[src/rtl/apb_wait_slave_pkg.sv]
// apb_wait_slave_pkg: shared FSM state, register offsets and address decode helper
package apb_wait_slave_pkg;
  typedef enum logic {S_IDLE, S_ACCESS} state_t;
  localparam logic [11:0] OFF_WAIT = 12'hFF8;
  localparam logic [11:0] OFF_ID = 12'hFFC;
  function automatic logic offset_err(input logic [11:0] off, input logic wr, input int depth);
    return off[1:0] != 2'b00 || ({20'd0, off} >= 32'(depth * 4) && off != OFF_WAIT && off != OFF_ID) || (wr && off == OFF_ID);
  endfunction
endpackage

[src/rtl/apb_word_ram.sv]
// apb_word_ram: word storage with one enabled registered read port and one write port
module apb_word_ram #(
  parameter int DEPTH = 64,
  parameter int DATA_WIDTH = 32
) (
  input  logic                     clk,
  input  logic                     rd_en,
  input  logic [$clog2(DEPTH)-1:0] rd_addr,
  output logic [DATA_WIDTH-1:0]    rd_data,
  input  logic                     wr_en,
  input  logic [$clog2(DEPTH)-1:0] wr_addr,
  input  logic [DATA_WIDTH-1:0]    wr_data
);
  logic [DATA_WIDTH-1:0] mem [DEPTH];
  // read data is held between enabled reads so it survives the wait states
  always_ff @(posedge clk) begin
    if (wr_en) mem[wr_addr] <= wr_data;
    if (rd_en) rd_data <= mem[rd_addr];
  end
endmodule

[src/rtl/apb_wait_slave.sv]
// apb_wait_slave: APB3 completer with word storage, programmable wait states and protocol checking
module apb_wait_slave
  import apb_wait_slave_pkg::*;
#(
  parameter int ADDR_WIDTH = 32,
  parameter int DATA_WIDTH = 32,
  parameter int DEPTH = 64,
  parameter logic [3:0] WAIT_RST = 4'd2,
  parameter logic [DATA_WIDTH-1:0] ID_VALUE = 32'hA2B0_0001
) (
  input  logic                  clk,
  input  logic                  rst,
  input  logic                  psel_i,
  input  logic                  penable_i,
  input  logic                  pwrite_i,
  input  logic [ADDR_WIDTH-1:0] paddr_i,
  input  logic [DATA_WIDTH-1:0] pwdata_i,
  output logic [DATA_WIDTH-1:0] prdata_o,
  output logic                  pready_o,
  output logic                  pslverr_o,
  output logic                  proto_err_o
);
  localparam int AW = $clog2(DEPTH);
  state_t state_q;
  logic [3:0] wait_q, cnt_q;
  logic [ADDR_WIDTH-1:0] addr_q;
  logic [DATA_WIDTH-1:0] wdata_q, rdata_q, ram_q;
  logic write_q, err_q, mem_q, proto_q;
  logic [11:0] off, off_q;
  logic setup, err, is_mem, done, changed;
  assign off = paddr_i[11:0];
  assign off_q = addr_q[11:0];
  assign err = offset_err(off, pwrite_i, DEPTH);
  assign is_mem = {20'd0, off} < 32'(DEPTH * 4);
  assign setup = state_q == S_IDLE && psel_i && !penable_i;
  assign pready_o = state_q == S_ACCESS && cnt_q == 4'd0;
  assign done = pready_o && psel_i && penable_i;
  assign changed = paddr_i != addr_q || pwrite_i != write_q || pwdata_i != wdata_q;
  assign prdata_o = pready_o && !write_q && !err_q ? (mem_q ? ram_q : rdata_q) : '0;
  assign pslverr_o = pready_o && err_q;
  assign proto_err_o = proto_q;
  apb_word_ram #(.DEPTH(DEPTH), .DATA_WIDTH(DATA_WIDTH)) u_ram (
    .clk(clk),
    .rd_en(setup && is_mem && !err),
    .rd_addr(off[AW+1:2]),
    .rd_data(ram_q),
    .wr_en(done && write_q && !err_q && mem_q),
    .wr_addr(off_q[AW+1:2]),
    .wr_data(wdata_q)
  );
  // transfer FSM: latch the request at SETUP, count wait states, commit or abort in ACCESS
  always_ff @(posedge clk) begin
    if (rst) begin
      state_q <= S_IDLE;
      wait_q <= WAIT_RST;
      cnt_q <= 4'd0;
      proto_q <= 1'b0;
    end else if (state_q == S_IDLE) begin
      if (setup) begin
        state_q <= S_ACCESS;
        addr_q <= paddr_i;
        write_q <= pwrite_i;
        wdata_q <= pwdata_i;
        err_q <= err;
        mem_q <= is_mem;
        cnt_q <= wait_q;
        rdata_q <= err ? '0 : (off == OFF_ID ? ID_VALUE : DATA_WIDTH'(wait_q));
      end else if (psel_i && penable_i) proto_q <= 1'b1;
    end else if (!psel_i) begin
      proto_q <= 1'b1;
      state_q <= S_IDLE;
    end else begin
      if (changed) proto_q <= 1'b1;
      if (cnt_q != 4'd0) cnt_q <= cnt_q - 4'd1;
      if (done) begin
        state_q <= S_IDLE;
        if (write_q && !err_q && off_q == OFF_WAIT) wait_q <= wdata_q[3:0];
      end
    end
  end
endmodule

[config.mk]
export PLATFORM = sky130hd
export DESIGN_NAME = apb_wait_slave
export DESIGN_NICKNAME = d
export VERILOG_FILES = /design/src/rtl/apb_wait_slave_pkg.sv /design/src/rtl/apb_word_ram.sv /design/src/rtl/apb_wait_slave.sv
export SDC_FILE = /design/constraint.sdc
export NUM_CORES = 2
export LEC_CHECK = 0
export BUFFER_PORTS_ARGS = -buffer_cell sky130_fd_sc_hd__buf_2
export CAP_MARGIN = 20
export CORE_ASPECT_RATIO = 1.4
export CORE_MARGIN = 2
export CORE_UTILIZATION = 62
export DETAILED_ROUTE_END_ITERATION = 8
export GPL_ROUTABILITY_DRIVEN = 0
export PLACE_DENSITY = 0.81
export RECOVER_POWER = 50
export SLEW_MARGIN = 20
export SYNTH_ARGS = -nofsm -noshare
export SYNTH_HDL_FRONTEND = slang
export SYNTH_SLANG_ARGS = --single-unit
export TNS_END_PERCENT = 30
[constraint.sdc]
create_clock -name clk -period 20.2 [get_ports clk]
set_clock_uncertainty 0.15 [all_clocks]
set_input_delay 3.03 -clock clk [delete_from_list [all_inputs] [get_ports clk]]
set_output_delay 3.03 -clock clk [all_outputs]
set_load 0.02 [all_outputs]
[Word level (Yosys, flattened, before mapping)]
Memories as Yosys holds them, arrays and structs flattened. A register that Yosys moved wholly into a read port is not among the register bits.
Cells that the tools add are included.
Cells by class
  $add $sub $neg: 1
  muxes and demuxes: 18
  eq/ne operators: 11
  magnitude comparators: 2
  bitwise gates (word level): 2
  reductions and logical operators: 37
Operators by type and width (count)
  2-to-1 mux 32 bit: 3
  != test 32 bit: 2
  equality test 12 bit (second input constant): 2
  != test 12 bit (second input constant): 2
  logical AND 1 bit: 19
  2-to-1 mux 4 bit: 4
  greater-or-equal comparator 12 x 9 -> 1 bit (second input constant): 1
  less-than comparator 12 x 9 -> 1 bit (second input constant): 1
  2-to-1 mux 1 bit: 11
  AND reduction 3 bit: 3
  nonzero test 2 bit: 3
  logical NOT 1 bit: 4
  logical NOT 4 bit: 1
  logical OR 1 bit: 4
  != test 2 bit (second input constant): 2
  AND reduction 4 bit: 1
  nonzero test 4 bit: 1
  subtractor 4 x 1 -> 4 bit (second input constant): 1
  != test 3 x 2 -> 1 bit (second input constant): 1
  != test 2 x 1 -> 1 bit (second input constant): 1
  inverter 1 bit: 2
  OR reduction 2 bit: 1
  != test 1 bit: 1
Storage, ports and cells
  input bits: 69
  word-level logic and storage cells: 83
  output and inout port bits: 35
  bits in writable memories: 2048
  register bits: 109
  memories kept: 1
Memories
  u_ram.mem: depth 64, width 32, read ports 1, clocked after memory_dff 1, wr ports 1, RTL line apb_word_ram.sv:14  | logic [DATA_WIDTH-1:0] mem [DEPTH];

[Logic depth before layout (Yosys ltp)]
  depth after elaboration: 9
  gate-level depth with buffers: 10
  depth with buffers taken out: 7

[Modules after synthesis]
From an unflattened synthesis, not the netlist that was laid out.
Second synthesis, totals
  cells, all modules: 3663
  area total of the unflattened synthesis: 82844.5 sq um
By module, submodules not included
  apb_word_ram: times used 1, seq. area each 62459.9 sq um, cells each 3324, area each 78835.6 sq um
  apb_wait_slave: times used 1, seq. area each 2362.3 sq um, cells each 339, area each 4008.8 sq um

[Worst setup path after synthesis]
OpenSTA, ideal clock, no wires.
  path kind: in2reg
  from: input rst
  to: register addr_q[0], enable pin
  stages on the path: 3
  setup slack: 11198 ps
  arrival: 8262 ps
  library setup time: 591 ps
  path buffers: 1
  data required time: 19459 ps
  cell sequence: clkbuf_1 nand2b_1 nor3_1
On the way
  longest elaborated chain between the ends: 2
RTL lines
  from (decl): RTL line apb_wait_slave.sv:12  | input logic rst,
  inverter 1 bit (no source line)
  AND reduction 3 bit (no source line)
  to (signal assigned): RTL line apb_wait_slave.sv:61  | addr_q <= paddr_i;
  to (decl): RTL line apb_wait_slave.sv:26  | logic [ADDR_WIDTH-1:0] addr_q;
Every way passes these cells.
A chain may end at the register's enable or synchronous reset.

[Final worst setup path]
  from: input paddr_i[4]
  to: register u_ram.rd_data[2] (read register of u_ram.mem), data pin
On the way
  longest elaborated chain between the ends: 7
  elaborated cells on any way between the ends: 13
  classes of those cells: order compare (2); eq/ne (3); reduce/logical (8)
RTL lines
  from (decl): RTL line apb_wait_slave.sv:16  | input logic [ADDR_WIDTH-1:0] paddr_i,
  greater-or-equal comparator 12 x 9 -> 1 bit or != test 12 bit (tied branches): RTL line apb_wait_slave_pkg.sv:7  | return off[1:0] != 2'b00 || ({20'd0, off} >= 32'(depth * 4) && off != OFF_WAIT && off != OFF_ID) || (wr && off ...
  logical AND 1 bit (2 in series): RTL line apb_wait_slave_pkg.sv:7
  logical OR 1 bit (2 in series): RTL line apb_wait_slave_pkg.sv:7
  logical NOT 1 bit: RTL line apb_wait_slave.sv:44  | .rd_en(setup && is_mem && !err),
  logical AND 1 bit: RTL line apb_wait_slave.sv:44
  to (decl): RTL line apb_word_ram.sv:9  | output logic [DATA_WIDTH-1:0] rd_data,
Several ways; a longest one is shown, not always the timed one.

==> impl_metrics.ini <==
[final_layout]
fin_util_pct = 69.2
design_area_um2 = 91800
area_delta_synth_final_pct = 10.7
seqCellArea_um2 = 64800
multi_input_area_um2 = 17500
fillerInstances = 7448
final_cells = 5943
drive_gt1_share_pct = 22.0
final_nets = 4097

[placement]
placed_area_um2 = 86200
portBuffers = 103
placed_cells = 5603
dpl.hpwl_um = 117000

[setup_path]
crit_required_ns = 20.68
worstPathArrival_ns = 10.70
startpoint_type = input port
critical_path.max_stage_delay_ns = 2.99
cp_max_fo = 64
ff2ff_setup_slack_ns = 15.40
crit_chain = clkbuf_1 > buf_4 > buf_4 > and2_4 > buf_4 > a22oi_1 > nand3_1 > o21ai_0 > o21ai_0
timing.rr.start = state_q
end_kind = flop
cp_num_cells = 9
r2r_cells = 6
reg2reg_to = u_ram.mem[50][22]
critPathTopFamily = buffers and inverters
cp_slowest_cell = clkbuf_1
cp_num_buf_inv = 4
crit_type = input port to flop
cpMostUsedCell = buf_4

[clock_tree]
cts_htree_levels = 4
ctsResizeCount = 0
cts-root-buf = clkbuf_16
cts_inserted_buffers = 179
cts_tree = yes
holdBufCountCts = 0
worstSkewPairLatency_ns = 0.83
cts_max_path_buffers = 3
post_cts_buffers = 0
cts_num_sinks = 2162
clk_pin_slew_worst_paths_ns = 0.07

[logic_synthesis]
synth_ff_type = edfxtp_1
syn_nets = 3877
yosys-top-cells-area = edfxtp_1 (78%), mux4_2 (12%), mux2i_1 (2.9%)
avgSynthCellArea_um2 = 21.8
ys_seq_area_share_pct = 78.2
ys_ff_latch = 2162
synthDistinctLibCells = 51
yosys_warnings = 0
yosys.area.top_type = edfxtp_1
async_flop_share_pct = 0
synth_cells = 3806
synth_edf_count = 2152
netlist.area_leader.share_pct = 78.0
syn_area_um2 = 82900

[routing]
wl_per_cell_um = 38.1
postRouteWirelength_um = 227000
drt_iter0_drc = 6606
num_vias = 43290
drt_pass1_iterations = 5
postRouteAntennaNets = 0
drc = 0
vias_per_cell = 7.28

[power]
power_density_nw_per_um2 = 95.8
power.leakage_nw = 28.8
power_mw = 8.79
peakVddDrop_mv = 0.0774

[floorplanning]
die_w_um = 313
dieArea_um2 = 137000
rows = 158
core-area_um2 = 133000
top_level_ports = 104
die_y_um = 437
start_util_pct = 62.5

[global_routing]
grt-ovfl-total = 0
grt_max_degree = 112
grt_antenna_before_repair = 16
grt_pass1_wl_um = 319000
grt_usage_pct = 33.6
grt_pass1_vias = 43884

[hold_path]
hold_end = wait_q[2]
hold_path_class = flop to flop
holdPathStages = 2
hold_start = wait_q[2]

[timing]
worst_slew_pin_slew_ns = 5.43
period_needed_ns = 10.22
timing.fmax_ghz = 0.0979
setup_tns_ns = 0
max_slew_margin_pct = -262
rsz0062_at_grt = false
fin_crit_sh_pct = 50.6
report.final.slew_viol_count = 2295
finalSetupViolCount = 0
final-hold-violation-count = 0

[status]
failed_checks = capacitance limit, slew limit
status = finished with violations

[job]
cap_violations = 36
stage by stage:
step	worst slack (ns)	hold WS [ns]
4_1_cts	12.40	0.328
3_3_place_gp	11.56	0.308
5_1_grt	9.95	0.361
6_report	9.98	0.334
3_5_place_dp	11.56	0.316
2_1_floorplan	11.20	0.286
cell usage in the layout, fill, tap and decap left out, types with 6 or more instances in the layout:
cell,count
edfxtp_1,2152
mux4_2,436
mux2i_1,240
clkbuf_16,184
a22oi_1,145
clkbuf_1,135
buf_4,108
o21ai_0,76
nor2_4,65
a221oi_1,60
nand3_1,48
xor2_1,48
nor2_1,45
clkinv_1,43
nand2_1,38
a21oi_1,38
buf_2,38
clkinv_2,28
and2_1,22
a22o_1,21
bufinv_16,17
inv_1,16
a211oi_1,15
nor4_1,14
and3_1,13
clkinvlp_4,13
o211ai_1,12
dfxtp_1,10
xnor2_1,9
nand2b_1,8
o21bai_1,8
nand4_1,7
inv_6,7
nor3_1,6
state kept, by name, summed over array words and instances, names as in the netlist:
name and count:
u_ram.mem 2048, addr_q 32, u_ram.rd_data 32, wdata_q 32, rdata_q 5, cnt_q 4, wait_q 4, err_q 1
mem_q 1, proto_err_o 1, state_q 1, write_q 1
worst max path at each step:
stage               startpoint  slack, ns               end
CTS                 paddr_i[2]      12.40  u_ram.rd_data[5]
global placement    paddr_i[2]      11.56  u_ram.rd_data[5]
floorplan                  rst      11.20         addr_q[0]
finish              paddr_i[4]       9.98  u_ram.rd_data[2]
global route        paddr_i[4]       9.95  u_ram.rd_data[2]
detailed placement  paddr_i[2]      11.56  u_ram.rd_data[5]
area by class of cell:
class	count	share of cell area [%]
flip-flops and latches	2162	70.6
multi-input cells	1419	19.0
clock buffers	220	5.17
well taps	1760	2.40
repair buffers	248	1.55
clock inverters	114	1.15
inverters	16	0.0655
diodes	4	0.0109
cell families after synthesis:
kind of cell | synth area share (%)
XOR/XNOR | 0.602
adder cells (fa/ha/maj) | 0.0302
AO/OA/AOI/OAI | 3.28
multiplexers | 14.7
buffers and inverters | 1.36
AND/OR/NAND/NOR | 1.78
flip-flops | 78.2
worst register-to-register path: cells and delay by family, from the launching register on:
kind / cells / cell delay (ns)
simple gates: 5 / 3.23
flops: 1 / 0.65
buf+inv: 1 / 0.44
where the power goes:
group,total [mW],internal (mW),switching (mW)
clock,3.48,1.89,1.58
sequential,4.91,4.91,0.00491
combinational,0.404,0.141,0.263
total,8.79,6.94,1.85
synthesized netlist by cell type, types with 48 or more instances:
| master | instances |
|---|---|
| a22oi_1 | 145 |
| xor2_1 | 48 |
| mux2i_1 | 240 |
| nor2_1 | 113 |
| a221oi_1 | 60 |
| nand3_1 | 48 |
| edfxtp_1 | 2152 |
| buf_2 | 71 |
| clkbuf_1 | 86 |
| o21ai_0 | 77 |
| mux4_2 | 436 |
routing by layer:
metal  routed length, um  vias to the layer above  track usage (%)  share of wire, %
met5                  79                        -                0             0.035
met1               70900                    22146             41.1                31
met3               28200                      792             8.46                12
met4               19400                       14             23.5               8.6
li1                    -                    16440                -                 -
met2              108000                     3898             53.0                48
Power figures use the tool's default switching activity.
